`config.mk`:
```
export PLATFORM = sky130hd
export DESIGN_NAME = ram512x8_fifo_ctrl
export DESIGN_NICKNAME = d
export VERILOG_FILES = /design/src/rtl/ram512x8_fifo_ctrl.sv
export SDC_FILE = /design/constraint.sdc
export NUM_CORES = 1
export LEC_CHECK = 0
export ABC_CLOCK_PERIOD_IN_PS = 2950
export CAP_MARGIN = 15
export CORE_MARGIN = 2
export CORE_UTILIZATION = 35
export CTS_BUF_LIST = sky130_fd_sc_hd__clkbuf_4
export DETAILED_ROUTE_END_ITERATION = 8
export GPL_ROUTABILITY_DRIVEN = 0
export PLACE_DENSITY = 0.67
export SETUP_SLACK_MARGIN = 0.15
export SLEW_MARGIN = 40
export SYNTH_ARGS = -nofsm -noshare
export SYNTH_HDL_FRONTEND = slang
export SYNTH_SLANG_ARGS = --single-unit
```
`constraint.sdc`:
```
create_clock -name CLK -period 2.95 [get_ports CLK]
set_input_delay 0.295 -clock CLK [delete_from_list [all_inputs] [get_ports CLK]]
set_output_delay 0.295 -clock CLK [all_outputs]
set_load 0.03 [all_outputs]
```
`src/rtl/ram512x8_fifo_ctrl.sv`:
```
// 512x8 FIFO controller driving an external dual-port RAM (write port A, read port B).
// Define RAM_FIFO_ALMOST_FLAGS_EN to add the ALMOST_FULL / ALMOST_EMPTY outputs.
module ram512x8_fifo_ctrl #(
    parameter int unsigned AF_THRESH = 496,
    parameter int unsigned AE_THRESH = 16
) (
    input  logic       CLK,
    input  logic       RST_N,
    input  logic       WR_EN,
    input  logic [7:0] DIN,
    input  logic       RD_EN,
    output logic [7:0] DOUT,
    output logic       DOUT_VALID,
    output logic       FULL,
    output logic       EMPTY,
    output logic [9:0] COUNT,
    output logic       WR_ERR,
    output logic       RD_ERR,
    output logic [8:0] RAM_ADDRA,
    output logic [7:0] RAM_DIA,
    output logic       RAM_ENA,
    output logic       RAM_WEA,
    output logic [8:0] RAM_ADDRB,
    output logic       RAM_ENB,
    output logic       RAM_WEB,
    input  logic [7:0] RAM_DOB,
    output logic       RAM_RSTA,
    output logic       RAM_RSTB
`ifdef RAM_FIFO_ALMOST_FLAGS_EN
   ,output logic       ALMOST_FULL,
    output logic       ALMOST_EMPTY
`endif
);

    logic [8:0] r_wr_ptr;
    logic [8:0] r_rd_ptr;
    logic [9:0] r_count;
    logic       r_full;
    logic       r_empty;
    logic       r_dout_valid;
    logic       r_wr_err;
    logic       r_rd_err;

    logic       w_wr_acc;
    logic       w_rd_acc;
    logic [9:0] w_count_nxt;

    // Acceptance is gated by RST_N so the RAM ports stay idle during reset.
    // Flags are registered, so a full FIFO still accepts a read alongside a rejected write.
    assign w_wr_acc = WR_EN & ~r_full  & RST_N;
    assign w_rd_acc = RD_EN & ~r_empty & RST_N;

    always_comb begin
        w_count_nxt = r_count;
        case ({w_wr_acc, w_rd_acc})
            2'b10:   w_count_nxt = r_count + 10'd1;
            2'b01:   w_count_nxt = r_count - 10'd1;
            default: w_count_nxt = r_count;
        endcase
    end

    always_ff @(posedge CLK or negedge RST_N) begin
        if (!RST_N) begin
            r_wr_ptr     <= '0;
            r_rd_ptr     <= '0;
            r_count      <= '0;
            r_full       <= 1'b0;
            r_empty      <= 1'b1;
            r_dout_valid <= 1'b0;
            r_wr_err     <= 1'b0;
            r_rd_err     <= 1'b0;
        end else begin
            if (w_wr_acc) r_wr_ptr <= r_wr_ptr + 9'd1;
            if (w_rd_acc) r_rd_ptr <= r_rd_ptr + 9'd1;
            r_count      <= w_count_nxt;
            r_full       <= (w_count_nxt == 10'd512);
            r_empty      <= (w_count_nxt == 10'd0);
            r_dout_valid <= w_rd_acc;
            r_wr_err     <= WR_EN & r_full;
            r_rd_err     <= RD_EN & r_empty;
        end
    end

`ifdef RAM_FIFO_ALMOST_FLAGS_EN
    logic r_almost_full;
    logic r_almost_empty;

    always_ff @(posedge CLK or negedge RST_N) begin
        if (!RST_N) begin
            r_almost_full  <= 1'b0;
            r_almost_empty <= 1'b1;
        end else begin
            r_almost_full  <= (w_count_nxt >= 10'(AF_THRESH));
            r_almost_empty <= (w_count_nxt <= 10'(AE_THRESH));
        end
    end

    assign ALMOST_FULL  = r_almost_full;
    assign ALMOST_EMPTY = r_almost_empty;
`endif

    assign RAM_ADDRA  = r_wr_ptr;
    assign RAM_DIA    = DIN;
    assign RAM_ENA    = w_wr_acc;
    assign RAM_WEA    = w_wr_acc;
    assign RAM_ADDRB  = r_rd_ptr;
    assign RAM_ENB    = w_rd_acc;
    assign RAM_WEB    = 1'b0;
    assign RAM_RSTA   = 1'b0;
    assign RAM_RSTB   = 1'b0;

    assign DOUT       = RAM_DOB;
    assign DOUT_VALID = r_dout_valid;
    assign FULL       = r_full;
    assign EMPTY      = r_empty;
    assign COUNT      = r_count;
    assign WR_ERR     = r_wr_err;
    assign RD_ERR     = r_rd_err;

endmodule

```
* Yosys cells after proc, flatten, opt, wreduce, memory -nomap -nowiden
Cells that the tools add are included.
** Operators by class
- Add/sub/neg operators :: 4
- Eq/ne operators :: 3
- Muxes and demuxes :: 1
- Bitwise operators :: 8
- Reduce and logical (&&, ||, !) cells :: 1
** Operator list (number)
- one-hot mux 10 bit (2 select lines) :: 1
- adder 9 x 1 -> 9 bit (second input constant) :: 2
- adder 10 x 1 -> 10 bit (second input constant) :: 1
- equality test 10 bit (second input constant) :: 1
- zero test 10 bit :: 1
- subtractor 10 x 1 -> 10 bit (second input constant) :: 1
- AND 1 bit :: 6
- equality test 2 x 1 -> 1 bit (second input constant) :: 1
- equality test 2 bit (second input constant) :: 1
- inverter 1 bit :: 2
** Storage, ports and cells
- Bits in registers :: 33
- Word-level logic and storage cells :: 25

* Longest topological paths before layout
- Word-level depth :: 6
- Gate-level depth with buffers :: 15
- Gate-level depth less buffers :: 12

* Worst setup path after synthesis
Ideal clock, no wire load.
- Kind :: register to register
- From :: reg r_full, in the netlist FULL
- To :: reg r_full, in the netlist FULL
- Setup time :: 0.121 ns
- Arrival time :: 3.473 ns
- Data required time :: 2.829 ns
- Path slack :: -0.644 ns
- Stages on the path, launching flop included :: 15
- Path through :: dfrtp_1 nor2_1 inv_1 ha_1 buf_2 buf_2 buf_2 xor2_1 ha_1 nand4bb_1 nand4_1 a31oi_1 a221oi_1 o311a_1 and4bb_1
** On the way
- Word-level cells in the longest chain between the ends :: 6
- Elaborated cells on any way between the ends :: 7
- Classes of those cells :: eq/ne (3); mux (1); bitwise (3)
** Ends and longest elaborated chain
- start, declared :: RTL line 38 : logic r_full;
- start signal, assigned :: RTL line 76 : r_full <= (w_count_nxt == 10'd512);
- inverter 1 bit (*) :: RTL line 50 : assign w_wr_acc = WR_EN & ~r_full & RST_N;
- AND 1 bit (*) (2 in a row) :: RTL line 50
- via RAM_ENA :: RTL line 21 : output logic RAM_ENA,
- equality test 2 x 1 -> 1 bit / equality test 2 bit (equally long branches) :: RTL line 55 : case ({w_wr_acc, w_rd_acc})
- one-hot mux 10 bit (2 select lines) (*) :: RTL line 55
- via w_count_nxt[8] :: RTL line 46 : logic [9:0] w_count_nxt;
- equality test 10 bit (*) :: RTL line 76
Mark *: on every way through the listed nets, which the timed path passes. The rest lies on a longest branch.
A chain may end at the register's enable or synchronous reset.

* Worst setup path in the final report
- From :: reg r_empty, in the netlist EMPTY
- To :: reg r_full, in the netlist FULL
** On the way
- Word-level cells in the longest chain between the ends :: 6
- Elaborated cells on any way between the ends :: 7
- Classes of those cells :: eq/ne (3); mux (1); bitwise (3)
** Ends and longest elaborated chain
- start, declared :: RTL line 39 : logic r_empty;
- start signal, assigned :: RTL line 77 : r_empty <= (w_count_nxt == 10'd0);
- inverter 1 bit (*) :: RTL line 51 : assign w_rd_acc = RD_EN & ~r_empty & RST_N;
- AND 1 bit (*) (2 in a row) :: RTL line 51
- equality test 2 x 1 -> 1 bit / equality test 2 bit (equally long branches) :: RTL line 55
- one-hot mux 10 bit (2 select lines) (*) :: RTL line 55
- equality test 10 bit (*) :: RTL line 76
Mark *: on every way between the ends. The rest lies on a longest branch, timed or not.

==> metrics.yaml <==
run_status:
  status: "completed"
synthesis:
  seq_area_frac_synth: 0.375
  synth_edf_count: 0
  synth_cells: 229
  synth_flop_cell: "dfrtp_1"
  syn_avg_cell_area_sq_um: 9.64
  ys_seq_elements: 33
  synthArstFlopShare: 1.00
  yosys_warnings: 0
  netlist-cell-type-count: 59
  netlist_area_sq_um: 2210
clocking:
  cts_tree: "done"
  clk_pin_slew_worst_paths_ps: 100
  clk_latency_ps: 320
  cts_max_level: 2
  clk_path_buf_depth: 2
  clkSinkCount: 33
  clock-root-buffer: "clkbuf_4"
  numCtsBuffers: 5
critical_path:
  endpoint_kind: "flip-flop"
  worstPathArrival_ps: 2920
  worstPathMaxFanout: 6
  critPathKind: "reg -> reg"
  timing.critical_path.from_type: "flip-flop"
  required_ps: 3220
timing:
  fin_crit_ps: 2650
  setup_viol: 0
  fmax_mhz: 377
  fin_ws_ps: 300
  maxSlewViolCount: 0
  hold_viol_final: 0
  rsz0062_at_grt: "no"
  period_share: 0.898
  fin_skew_ps: 7.90
die:
  die_x_um: 83.4
  fp.dieH_um: 83.4
  die_area_sq_um: 6960
  start_util: 0.368
  io_pins: 75
  rows: 28
  core-area_sq_um: 5990
finish:
  synthToLayoutAreaGrowth_pct: 24.3
  diodes: 0
  seq_area_sq_um: 827
  multi_input_area_sq_um: 1140
  fin_nets: 294
  layout-drive-gt1-share: 0.215
  instances_no_fill: 345
  fillerInstances: 554
global_route:
  overflow: 0
  grt_pass1_wl_um: 8160
  grt_pass1_vias: 1676
  grt.total_usage: 0.142
  antenna_found_initial: 0
  grt_max_degree: 32
detailed_routing:
  ant_nets: 0
  route.detailed.wl_per_inst_um: 14.1
  drcViolationCount: 0
  drt-total-wl_um: 4870
  via_count: 1802
  vias_per_cell: 5.22
  drtIter0Drc: 91
  dr.pass1.iters: 4
hold_path:
  worstHoldPathType: "in -> async"
placement:
  dp_slack_ps: -127
  dp_hpwl_um: 3690
  port_buffers: 39
  dp_cells: 334
power_and_ir_drop:
  cellPowerDensity_nw_per_um2: 842
  leakage_uw: 0.00114
  ir_worst_vdd_mv: 0.502
flow_run:
  drv_cap: 0
## Yosys cell counts (all sizes together) (2+ instances only)
cell type,n,area [sq um]
a2111oi,2,36.3
a211oi,3,27.5
a21oi,6,30.0
a31oi,3,18.8
a32oi,3,33.8
and2,6,37.5
and3,3,18.8
and4bb,2,25.0
buf,30,219
clkbuf,5,18.8
dfrtp,32,801
ha,5,62.6
inv,9,33.8
mux2,2,22.5
mux2i,2,20.0
nand2,15,56.3
nand2b,2,12.5
nand3,10,50.1
nand4,5,37.5
nand4b,2,17.5
nor2,16,60.1
nor2b,4,25.0
nor3,5,25.0
nor4b,2,23.8
o211ai,5,42.5
o21ai,4,20.0
o31a,2,17.5
or3,4,25.0
or4,2,18.8
xnor2,15,131
xor2,6,52.6
## timing repair
item                                   in CTS  in global routing
setup endpoints to repair                   0                  2
hold buffers                                0                  1
gates resized for setup                     0                  4
buffers inserted                            0                  2
endpoints found under the hold margin       0                  2
## sequential cells by signal (all words and copies together), names as in the netlist
name,count
WR_ERR,1
RD_ERR,1
FULL,1
RAM_ADDRA,9
EMPTY,1
COUNT,10
DOUT_VALID,1
RAM_ADDRB,9
## metal layers
| layer | track usage | vias up | routed length [um] |
|---|---|---|---|
| li1 | - | 868 | - |
| met5 | 0 | - | 0 |
| met1 | 0.182 | 861 | 2070 |
| met2 | 0.236 | 63 | 2400 |
| met3 | 0.0298 | 10 | 313 |
| met4 | 0.0513 | 0 | 91 |
## placed cells by master (no fill, tap or decap), types with 5 or more instances in the layout
master / instances
a21oi_1: 6
dfrtp_1: 32
nor3_1: 5
xnor2_1: 15
nand2_1: 15
and2_1: 6
inv_1: 8
buf_4: 29
nor2_1: 15
xor2_1: 6
clkbuf_4: 5
nand3_1: 10
clkdlybuf4s50_1: 35
## worst max-delay path, cell delays in order, from the launching register on
cell	delay, ps
dfstp_2	560
and3b_2	240
ha_4	180
nor3b_2	160
a32oi_2	330
a2111oi_1	150
a311oi_2	370
nand4b_1	260
and4bb_1	340
## report_power, final
group / leakage [uW] / internal [uW] / switching [uW]
registers: 0.000411 / 588 / 292
logic: 0.000703 / 564 / 624
clock network: 0.0000310 / 89.8 / 153
## layout make-up
class / count / area share
multi-input cells: 154 / 0.417
flip-flops and latches: 33 / 0.301
repair buffers: 66 / 0.215
well taps: 75 / 0.0342
clock buffers: 5 / 0.0137
inverters: 9 / 0.0123
clock inverters: 3 / 0.00638
## metrics by stage
step                utilization  TNS (ps)  hold WS, ps  total power (uW)  cell area, sq um
global route              0.458         0          103              2470              2740
finish                    0.458         0         95.5              2310              2740
global placement          0.443     -93.7          461              2050              2660
detailed placement        0.443      -219          464              2070              2660
CTS                       0.453         0          313              2320              2710
floorplan                     -     -56.1       -0.591              1680              2270
## kinds of logic after synthesis
logic type               count (synthesis)  synth area share
AND/OR/NAND/NOR                         84             0.227
buffers and inverters                   44             0.123
AO/OA/AOI/OAI                           37             0.142
flip-flops                              33             0.375
XOR/XNOR                                21            0.0833
adder cells (fa/ha/maj)                  5            0.0283
multiplexers                             4            0.0193
other                                    1           0.00170
## worst paths after layout
kind / endpoint / start / depth (start not counted) / slack [ps]
min in group CLK: RAM_ADDRB[8] / RAM_ADDRB[8] / 1 / 480
setup / recovery: FULL / EMPTY / 8 / 300
setup reg to reg: FULL / EMPTY / 8 / 300
max in group asynchronous: COUNT[7] / RST_N / 3 / 2330
hold reg to reg: RAM_ADDRB[8] / RAM_ADDRB[8] / 1 / 480
hold / removal: RAM_ADDRA[4] / RST_N / 2 / 100
Power figures use the tool's default switching activity.
